===== config.mk =====
export PLATFORM = sky130hd
export DESIGN_NAME = decimal_char_emitter
export DESIGN_NICKNAME = d
export VERILOG_FILES = /design/src/rtl/decimal_char_emitter.sv
export SDC_FILE = /design/constraint.sdc
export NUM_CORES = 1
export LEC_CHECK = 0
export ABC_AREA = 1
export CAP_MARGIN = 30
export CORE_MARGIN = 5
export CORE_UTILIZATION = 51
export DETAILED_ROUTE_END_ITERATION = 10
export GPL_ROUTABILITY_DRIVEN = 0
export PLACE_DENSITY = 0.84
export SYNTH_ARGS = -nofsm -noshare
export SYNTH_HDL_FRONTEND = slang
export SYNTH_SLANG_ARGS = --single-unit
export TNS_END_PERCENT = 1

===== constraint.sdc =====
create_clock -name clk -period 1.62 [get_ports clk]
set_clock_uncertainty 0.2 [all_clocks]
set_input_delay 0.324 -clock clk [delete_from_list [all_inputs] [get_ports clk]]
set_output_delay 0.324 -clock clk [all_outputs]
set_load 0.01 [all_outputs]

===== src/rtl/decimal_char_emitter.sv =====
// Binary-to-ASCII decimal streamer: sequential double-dabble, then one byte per clock.
// Optional signed input mode: define DECIMAL_CHAR_EMITTER_SIGNED_EN.
module decimal_char_emitter #(
  parameter int          WIDTH      = 16,
  parameter int          DIGITS     = 5,
  parameter logic [7:0]  TERMINATOR = 8'h0A
) (
  input  logic             clk,
  input  logic             rst,
  input  logic [WIDTH-1:0] value,
  input  logic             start,
  output logic [7:0]       character,
  output logic             enable_character,
  output logic             busy,
  output logic             done
);

  localparam int BW = 4 * DIGITS;
  localparam int PW = (DIGITS > 1) ? $clog2(DIGITS) : 1;
  localparam int CW = $clog2(WIDTH + 1);

  typedef enum logic [1:0] {IDLE, CONVERT, EMIT} state_t;
  typedef enum logic [1:0] {P_SIGN, P_DIGIT, P_TERM, P_FIN} phase_t;

  state_t           state_q, state_d;
  phase_t           phase_q, phase_d;
  logic [WIDTH-1:0] shreg_q, shreg_d;
  logic [BW-1:0]    bcd_q, bcd_d;
  logic [CW-1:0]    cnt_q, cnt_d;
  logic [PW-1:0]    ptr_q, ptr_d;
  logic [7:0]       char_q, char_d;
  logic             en_q, en_d;
  logic             busy_q, busy_d;
  logic             done_q, done_d;
`ifdef DECIMAL_CHAR_EMITTER_SIGNED_EN
  logic             neg_q, neg_d;
`endif

  logic [BW-1:0]    adj;
  logic [BW-1:0]    bcd_step;
  logic [PW-1:0]    ptr_init;
  logic [3:0]       cur;

  assign character        = char_q;
  assign enable_character = en_q;
  assign busy             = busy_q;
  assign done             = done_q;

  // One double-dabble step and the leading-digit search on its result
  always_comb begin
    adj = bcd_q;
    for (int i = 0; i < DIGITS; i++) begin
      if (bcd_q[4*i +: 4] >= 4'd5)
        adj[4*i +: 4] = bcd_q[4*i +: 4] + 4'd3;
    end
    bcd_step = {adj[BW-2:0], shreg_q[WIDTH-1]};
    ptr_init = '0;
    for (int i = 0; i < DIGITS; i++) begin
      if (bcd_step[4*i +: 4] != 4'd0)
        ptr_init = PW'(i);
    end
  end

  // Select the digit under the pointer
  always_comb begin
    cur = 4'd0;
    for (int i = 0; i < DIGITS; i++) begin
      if (PW'(i) == ptr_q)
        cur = bcd_q[4*i +: 4];
    end
  end

  // Next-state and output logic
  always_comb begin
    state_d = state_q;
    phase_d = phase_q;
    shreg_d = shreg_q;
    bcd_d   = bcd_q;
    cnt_d   = cnt_q;
    ptr_d   = ptr_q;
    char_d  = char_q;
    en_d    = 1'b0;
    busy_d  = busy_q;
    done_d  = 1'b0;
`ifdef DECIMAL_CHAR_EMITTER_SIGNED_EN
    neg_d   = neg_q;
`endif
    unique case (state_q)
      IDLE: begin
        if (start) begin
`ifdef DECIMAL_CHAR_EMITTER_SIGNED_EN
          // Modular negation yields 2^(WIDTH-1) exactly for the most negative value
          neg_d   = value[WIDTH-1];
          shreg_d = value[WIDTH-1] ? (~value + 1'b1) : value;
`else
          shreg_d = value;
`endif
          bcd_d   = '0;
          cnt_d   = '0;
          busy_d  = 1'b1;
          state_d = CONVERT;
        end
      end
      CONVERT: begin
        bcd_d   = bcd_step;
        shreg_d = shreg_q << 1;
        cnt_d   = cnt_q + 1'b1;
        if (cnt_q == CW'(WIDTH - 1)) begin
          state_d = EMIT;
          ptr_d   = ptr_init;
`ifdef DECIMAL_CHAR_EMITTER_SIGNED_EN
          phase_d = neg_q ? P_SIGN : P_DIGIT;
`else
          phase_d = P_DIGIT;
`endif
        end
      end
      EMIT: begin
        unique case (phase_q)
          P_DIGIT: begin
            char_d = 8'h30 + {4'h0, cur};
            en_d   = 1'b1;
            if (ptr_q == '0)
              phase_d = P_TERM;
            else
              ptr_d = ptr_q - 1'b1;
          end
          P_TERM: begin
            char_d  = TERMINATOR;
            en_d    = 1'b1;
            phase_d = P_FIN;
          end
          P_FIN: begin
            busy_d  = 1'b0;
            done_d  = 1'b1;
            state_d = IDLE;
          end
          default: begin
`ifdef DECIMAL_CHAR_EMITTER_SIGNED_EN
            char_d = 8'h2D;
            en_d   = 1'b1;
`endif
            phase_d = P_DIGIT;
          end
        endcase
      end
      default: state_d = IDLE;
    endcase
  end

  // State and datapath registers, synchronous reset
  always_ff @(posedge clk) begin
    if (rst) begin
      state_q <= IDLE;
      phase_q <= P_DIGIT;
      shreg_q <= '0;
      bcd_q   <= '0;
      cnt_q   <= '0;
      ptr_q   <= '0;
      char_q  <= 8'h00;
      en_q    <= 1'b0;
      busy_q  <= 1'b0;
      done_q  <= 1'b0;
`ifdef DECIMAL_CHAR_EMITTER_SIGNED_EN
      neg_q   <= 1'b0;
`endif
    end else begin
      state_q <= state_d;
      phase_q <= phase_d;
      shreg_q <= shreg_d;
      bcd_q   <= bcd_d;
      cnt_q   <= cnt_d;
      ptr_q   <= ptr_d;
      char_q  <= char_d;
      en_q    <= en_d;
      busy_q  <= busy_d;
      done_q  <= done_d;
`ifdef DECIMAL_CHAR_EMITTER_SIGNED_EN
      neg_q   <= neg_d;
`endif
    end
  end

endmodule


==> results.md, run 1 <==
GRT:
- The number of global-route vias before repair is around 3,300.
- Entering global routing, the biggest net connects 27 pins.
- The first-pass GRT wire length is 13,800 um.
- The initial antenna violation count is 0.
- The final global-route overflow total is 0.
- The overall routing resource usage is between 20% and 30%.

Timing:
- The aggregate negative setup slack is -1.74 ns.
- The period utilization is 117%.
- Once routing completed, OpenROAD measured the worst setup slack at -0.275 ns.
- Setup violations remaining at the end of the flow were counted as 12.
- Setup repair after global routing could not meet its margin everywhere.
- The final hold violation count is 0.
- The max-slew violation total from the final report came to 0.
- The smallest clock period supported by the final layout is computed as 1.90 ns.
- The achievable frequency is approximately 530 MHz.

Status:
- The run finished, with violations left.
- The checks that failed: negative setup slack.

Worst setup path:
- The worst-case reg-to-reg path depth is 9.
- The worst setup path is of the reg2reg kind.
- The startpoint identified for the worst register-to-register timing path is bcd_q[16].
- The reg2reg setup slack is -0.28 ns.
- The endpoint of the worst register-to-register path is ptr_q[1].
- For this run, the slowest stage of the critical path takes around 0.34 ns.
- The critical path capture point type is a flop.
- The capturing element of the worst setup path is ptr_q[1].
- The startpoint type of the worst setup path is a flop.
- The origin of the worst setup path is bcd_q[16].
- The signal on the critical path passes through buf_4 -> ha_2 -> nand2_1 -> nand3_4 -> nor2_1 -> a21oi_2 -> nor3_2 -> nand2_1 -> a21oi_1.
- The required arrival time at the worst endpoint is 1.67 ns.
- The top fanout value on the critical path is 3.
- The most frequent cell on the critical path is sky130_fd_sc_hd__nand2_1.
- The largest individual stage delay along the critical path comes from the cell sky130_fd_sc_hd__dfxtp_2.
- Data arrives at the worst endpoint at about 2.0 ns.

Routing:
- The count of vias placed by the detailed router is 3,304.
- After detailed routing, the number of vias per cell comes to between 5 and 6.
- For this block, the routed nets add up to 8630 um of wire.
- For this run, design rule violations remaining after detail routing come to 0.
- In the final routed layout, each cell accounts on average for between 10 and 15 um.
- The iteration-0 DRC count of the detailed router is around 210.
- The number of iterations in the first detailed-routing pass is 4.
- The remaining antenna violation count is 0.

Layout:
- The post-layout net count is 577.
- The number of antenna diodes in the final layout is 0.
- The post-layout instance count excluding filler cells is between 600 and 700.
- The finished layout cell area is 4180 um2.
- In the layout the commonest cells are sky130_fd_sc_hd__nand2_1 (103), sky130_fd_sc_hd__buf_4 (70), sky130_fd_sc_hd__inv_1 (45).
- The share of the core filled with cells in the final layout is between 70% and 80%.
- The area growth from synthesis to layout is 35.9%.
- The share of final-layout standard cells stronger than drive strength 1 is 27.6%.
- The most common cell after layout, fill and taps aside is sky130_fd_sc_hd__nand2_1.

Clock network:
- After clock tree synthesis, the clock-pin slew on the worst setup and hold paths is 0.11 ns.
- The TritonCTS buffer count is 5.
- The clock tree from TritonCTS is done.
- The number of sinks driven by the clock tree is 56.
- The clock latency of the later-clocked register in the worst-skew pair is between 0.3 and 0.4 ns.
- The clock tree buffer depth is 2.
- The H-tree level count is 2.
- The clock tree root buffer cell is sky130_fd_sc_hd__clkbuf_8.

Pwr:
- The power density of the placed cells is 658 nW/um2.
- The leakage power is 0.00190 uW.
- Across the VDD grid, the largest voltage drop is 715 uV.

Synthesis:
- The number of storage elements in the synthesis netlist is 56.
- The sequential cell area fraction in the yosys report is 36.4%.
- The mean post-synth cell area is 6.89 um2.
- The number of standard cells after synthesis is 447.
- Counting distinct cell types in the post-synthesis netlist gives 33.
- After synthesis the cells add up to 3080 um2.
- The count of yosys warnings during synthesis is 0.

Place:
- The quantity of I/O buffers inserted on ports is 27.
- Once detailed placement completed, the half-perimeter wirelength came to 6150 um.
- In this run the cell area measured after placement is 3950 um2.
- The cell count after placement is 604.
- The worst setup slack after placement is -0.240 ns.

Die:
- For this configuration, the core starts out at a cell density of 52.3%.
- The floorplan step defined a die boundary enclosing 7690 um2.
- The die height is around 90 um.
- The horizontal die dimension is roughly 88 um.
- The core box area is a little under 6000 um2.
- The top-level port count is 30.
- The floorplan row count is 28.

Flow run:
- The count of max-cap constraint violations is 0.

Worst hold path:
- The worst hold path belongs to the class reg2reg.
cells in the mapped netlist (all sizes together):
cell type / instances / area (um2)
nand2: 113 / 429
inv: 58 / 218
dfxtp: 56 / 1120
nor2: 44 / 170
a21oi: 42 / 210
o21ai: 29 / 145
nand3: 23 / 125
ha: 20 / 250
buf: 9 / 52.6
clkbuf: 9 / 33.8
o221ai: 9 / 78.8
nand4: 7 / 43.8
a31oi: 5 / 31.3
nor3: 5 / 35.0
o211ai: 5 / 42.5
o22ai: 3 / 18.8
or2: 3 / 21.3
xor2: 2 / 17.5
a221oi: 1 / 8.76
a22oi: 1 / 7.51
conb: 1 / 3.75
o21a: 1 / 7.51
o21bai: 1 / 7.51
logic make-up after synthesis:
| kind of cell | count (synthesis) | share of synthesized area (%) |
|---|---|---|
| flip-flops | 56 | 36.4 |
| XOR/XNOR | 2 | 0.569 |
| adder cells (fa/ha/maj) | 20 | 8.13 |
| AO/OA/AOI/OAI | 97 | 18.1 |
| buffers and inverters | 76 | 9.87 |
| AND/OR/NAND/NOR | 195 | 26.8 |
| other | 1 | 0.122 |
registers in the layout (all words and copies together) (netlist names), 2 cells and up:
signal,flops
bcd_q,20
ptr_q,3
shreg_q,16
cnt_q,5
character,5
state_q,2
phase_q,2
worst max-delay path, delay by kind of cell, from the launching register on:
family / cells / cell delay [ns]
simple gates: 5 / 0.76
flops: 1 / 0.34
compound gates: 2 / 0.23
fa+ha+maj: 1 / 0.17
buf+inv: 1 / 0.13
metrics by stage:
stage | hold slack [ns] | power [uW]
after floorplan | 0.217 | 1710
after global routing | 0.290 | 2860
after global placement | 0.249 | 1900
after CTS | 0.269 | 2730
final | 0.270 | 2750
after detailed placement | 0.256 | 1920
worst min path at each step:
| stage | startpoint | end | slack, ns | cells past startpoint |
|---|---|---|---|---|
| after floorplan | cnt_q[0] | cnt_q[0] | 0.22 | 1 |
| after global routing | character[0] | character[0] | 0.29 | 2 |
| after global placement | cnt_q[4] | cnt_q[4] | 0.25 | 2 |
| after detailed placement | character[0] | character[0] | 0.26 | 2 |
| after CTS | character[0] | character[0] | 0.27 | 2 |
| final | character[0] | character[0] | 0.27 | 2 |
routing by layer:
metal | track usage, % | routed length [um]
met1 | 25.1 | 3490
met3 | 3.67 | 376
met2 | 40.8 | 4550
met5 | 0 | 0
met4 | 8.23 | 209
area by class of cell:
type,instances,area [um2]
clock inverter,3,27.5
tap,75,93.8
inverter,58,218
clock buffer,5,68.8
timing repair buffer,101,856
multi-input combinational,316,1780
fill,445,1700
sequential,56,1140
power by group:
group / switching [uW] / internal, uW / total [uW] / leakage, uW
logic: 250 / 209 / 458 / 0.00139
registers: 31.7 / 1430 / 1460 / 0.000461
clock network: 516 / 319 / 835 / 0.0000463
total: 797 / 1960 / 2750 / 0.00190
repair_timing:
item,CTS,global route
endpoints found under the setup margin,26,35
hold buffers,0,0
pin swaps,3,6
buffers inserted,0,2
gates resized for setup,28,30
Note: power is estimated with default switching activity, not from simulation.
==> run 2: changes to the inputs <==
--- a/config.mk
+++ b/config.mk
@@ -11,7 +11,7 @@
 export CORE_UTILIZATION = 51
 export DETAILED_ROUTE_END_ITERATION = 10
 export GPL_ROUTABILITY_DRIVEN = 0
-export PLACE_DENSITY = 0.84
+export PLACE_DENSITY = 0.8
 export SYNTH_ARGS = -nofsm -noshare
 export SYNTH_HDL_FRONTEND = slang
 export SYNTH_SLANG_ARGS = --single-unit
==> results.md, run 2 (same netlist as run 1, synthesis figures left out) <==
Status:
- Status: finished with violations (unchanged).
- Violations in the final reports: negative setup slack (unchanged).

Worst setup path:
- The kind of cell adding the most delay to the critical path is compound AO/OA/AOI/OAI gates (was simple AND/OR/NAND/NOR gates).
- The top fanout value on the critical path is 3 (unchanged).
- The kind of critical path is reg2reg (unchanged).
- The origin of the worst setup path is bcd_q[12] (was bcd_q[16]).
- Crit path cell chain: inv_4 -> ha_4 -> buf_4 -> o21ai_0 -> nand2_1 -> nand3_1 -> nor2_2 -> nand2_1 -> nand2_2 -> a21oi_2 (was buf_4 -> ha_2 -> nand2_1 -> nand3_4 -> nor2_1 -> a21oi_2 -> nor3_2 -> nand2_1 -> a21oi_1).
- The startpoint type of the worst setup path is a flop (unchanged).
- The critical path capture point type was a flop (unchanged).
- The longest individual stage delay on the worst path is 0.40 ns (was 0.34 ns).
- The endpoint of the worst register-to-register path is ptr_q[1] (unchanged).
- The buffering stage count on the worst path with inverters included is 2 (was 1).
- The reg2reg setup slack is -0.20 ns (was -0.28 ns).
- The required arrival time at the worst endpoint is 1.67 ns (about the same).
- The worst-case reg-to-reg path depth is 10 (was 9).
- The data arrival time of the critical path came to 1.87 ns (was 1.95 ns).
- The launching point of the worst reg2reg path is bcd_q[12] (was bcd_q[16]).
- The most frequent cell on the critical path is sky130_fd_sc_hd__nand2_1 (unchanged).
- The highest-delay cell along the critical path is sky130_fd_sc_hd__dfxtp_4 (was sky130_fd_sc_hd__dfxtp_2).

GRT:
- The initial antenna violation count came to 0 (unchanged).
- The pin count of the biggest net entering global routing came to 29 (was 27).
- The final global-route overflow total came to 0 (unchanged).
- The number of global-route vias before repair is 3,270 (was 3,285).
- The overall routing resource usage was 22.2% (was 22.0%).
- The first-pass GRT wire length is 13,900 um (was 13,800 um).

Clock network:
- The clock tree from TritonCTS was done (unchanged).
- The clock tree root buffer cell was sky130_fd_sc_hd__clkbuf_8 (unchanged).
- The clock tree buffer depth came to 2 (unchanged).
- The clock input transition at the sequential cells of the worst setup and hold paths is 0.10 ns (was 0.11 ns).
- The number of sinks driven by the clock tree is 56 (unchanged).
- The clock latency of the later-clocked register in the worst-skew pair is 0.32 ns (about the same).
- The H-tree level count is 2 (unchanged).
- The cts-stage hold buffer count is 0 (unchanged).
- The TritonCTS buffer count is 5 (unchanged).

Timing:
- Setup repair after global routing missed its margin: true (unchanged).
- The achievable frequency was 549 MHz (was 528 MHz).
- The aggregate negative setup slack is -1.21 ns (was -1.74 ns).
- The period utilization came to 112% (was 117%).
- The max-slew violation total from the final report is 0 (unchanged).
- The final hold slack was 0.269 ns (was 0.270 ns).
- The post-route minimum period is 1.82 ns (was 1.90 ns).
- The setup-violating endpoint count in the final report came to 12 (unchanged).
- The final hold violation count came to 0 (unchanged).
- The final worst setup slack is -0.202 ns (was -0.275 ns).

Die:
- The die height came to 87.7 um (unchanged).
- The top-level port count is 30 (unchanged).
- The horizontal die dimension is 87.7 um (unchanged).
- The core box area is 5890 um2 (unchanged).
- The initial core utilization is 52.3% (unchanged).
- The total die area is 7690 um2 (unchanged).
- The floorplan row count is 28 (unchanged).

Layout:
- The largest register by flop count is bcd_q (unchanged).
- The most common cell after layout, fill and taps aside is sky130_fd_sc_hd__nand2_1 (unchanged).
- The number of flip-flops in the largest register is 20 (unchanged).
- The share of final-layout standard cells stronger than drive strength 1 is 32.7% (was 27.6%).
- Largest registers: bcd_q (20), shreg_q (16) (unchanged).
- The area growth from synthesis to layout is 41.2% (was 35.9%).
- Most frequent cells in the layout: sky130_fd_sc_hd__nand2_1 (95), sky130_fd_sc_hd__buf_4 (72), sky130_fd_sc_hd__dfxtp_1 (42) (was sky130_fd_sc_hd__nand2_1 (103), sky130_fd_sc_hd__buf_4 (70), sky130_fd_sc_hd__inv_1 (45)).
- The finished layout cell area is 4350 um2 (was 4180 um2).
- The post-layout net count is 582 (was 577).
- The total inserted antenna cells is 0 (unchanged).

Pwr:
- The worst voltage drop across the vdd grid is 517 uV (was 715 uV).
- The power density of the placed cells is 624 nW/um2 (was 658 nW/um2).
- The total design power is 2710 uW (was 2750 uW).
- The leakage power is 0.00195 uW (was 0.00190 uW).

Place:
- The quantity of I/O buffers inserted on ports is 27 (unchanged).
- The half-perimeter wire length after detailed placement is 5760 um (was 6150 um).
- The area after detailed placement is 3930 um2 (was 3950 um2).

Routing:
- The number of DRC violations after detailed routing was 0 (unchanged).
- The final wirelength is 8760 um (was 8630 um).
- The detail-routed via count per cell came to 5.46 (was 5.38).
- The average wire per cell in the routed design was 14.2 um (was 14.1 um).
- The count of vias placed by the detailed router was 3,382 (was 3,304).
- The remaining antenna violation count was 0 (unchanged).
- The iteration-0 DRC count of the detailed router came to 224 (was 208).
- The number of iterations in the first detailed-routing pass is 5 (was 4).

Worst hold path:
- The type of the worst min-delay path was reg2reg (unchanged).
- The endpoint of the worst hold-timing path is busy (was character[0]).
- The startpoint of the worst hold path is busy (was character[0]).
- The number of instances on the worst hold path is 2 (unchanged).

Flow run:
- The count of max-cap constraint violations is 0 (unchanged).
-- run 2: timing repair --
action	in CTS	in global routing
pin swaps	17	21
gates resized for setup	53	44
endpoints found under the setup margin	24	27
setup buffers	8	3
-- run 2: worst reg2reg max path, delay by kind of cell (launching register included) --
family	cells	cell delay, ns
compound gates	2	0.41
fa+ha+maj	1	0.16
buf+inv	2	0.18
flops	1	0.40
simple gates	5	0.41
-- run 2: how the worst max path moves through the flow --
| stage | endpoint | cells past startpoint | slack [ns] |
|---|---|---|---|
| 2_1_floorplan | phase_q[1] | 10 | -0.07 |
| 3_3_place_gp | ptr_q[1] | 11 | -0.17 |
| 3_5_place_dp | ptr_q[1] | 11 | -0.20 |
| 4_1_cts | phase_q[1] | 10 | -0.17 |
| 5_1_grt | phase_q[0] | 10 | -0.31 |
| 6_report | ptr_q[1] | 10 | -0.20 |
-- run 2: area by class of cell --
type                            instances  area, um2
Multi-Input combinational cell        316       1890
Fill cell                             400       1540
Inverter                               58        230
Clock inverter                          2       16.3
Clock buffer                            6       72.6
Timing Repair Buffer                  106        905
Tap cell                               75       93.8
Sequential cell                        56       1140
-- run 2: power breakdown --
group	switching (uW)	internal, uW	total, uW
combinational	260	206	466
clock	479	309	788
sequential	29.1	1430	1460
total	768	1940	2710
-- run 2: routing by layer --
| metal | track usage [%] | vias to the layer above | wire [um] | share of wire, % |
|---|---|---|---|---|
| met5 | 0 | - | 0 | 0 |
| met4 | 9.07 | 0 | 325 | 3.7 |
| met3 | 3.29 | 34 | 446 | 5.1 |
| met2 | 41.9 | 110 | 4590 | 52 |
| met1 | 24.7 | 1590 | 3400 | 39 |
| li1 | - | 1648 | - | - |
-- run 2: through the flow --
step / cells / worst slack [ns] / utilization [%]
2_1_floorplan: 448 / -0.0732 / -
3_3_place_gp: 601 / -0.169 / 66.8
3_5_place_dp: 601 / -0.204 / 66.8
4_1_cts: 617 / -0.171 / 71.5
5_1_grt: 619 / -0.311 / 73.9
6_report: 619 / -0.202 / 73.9
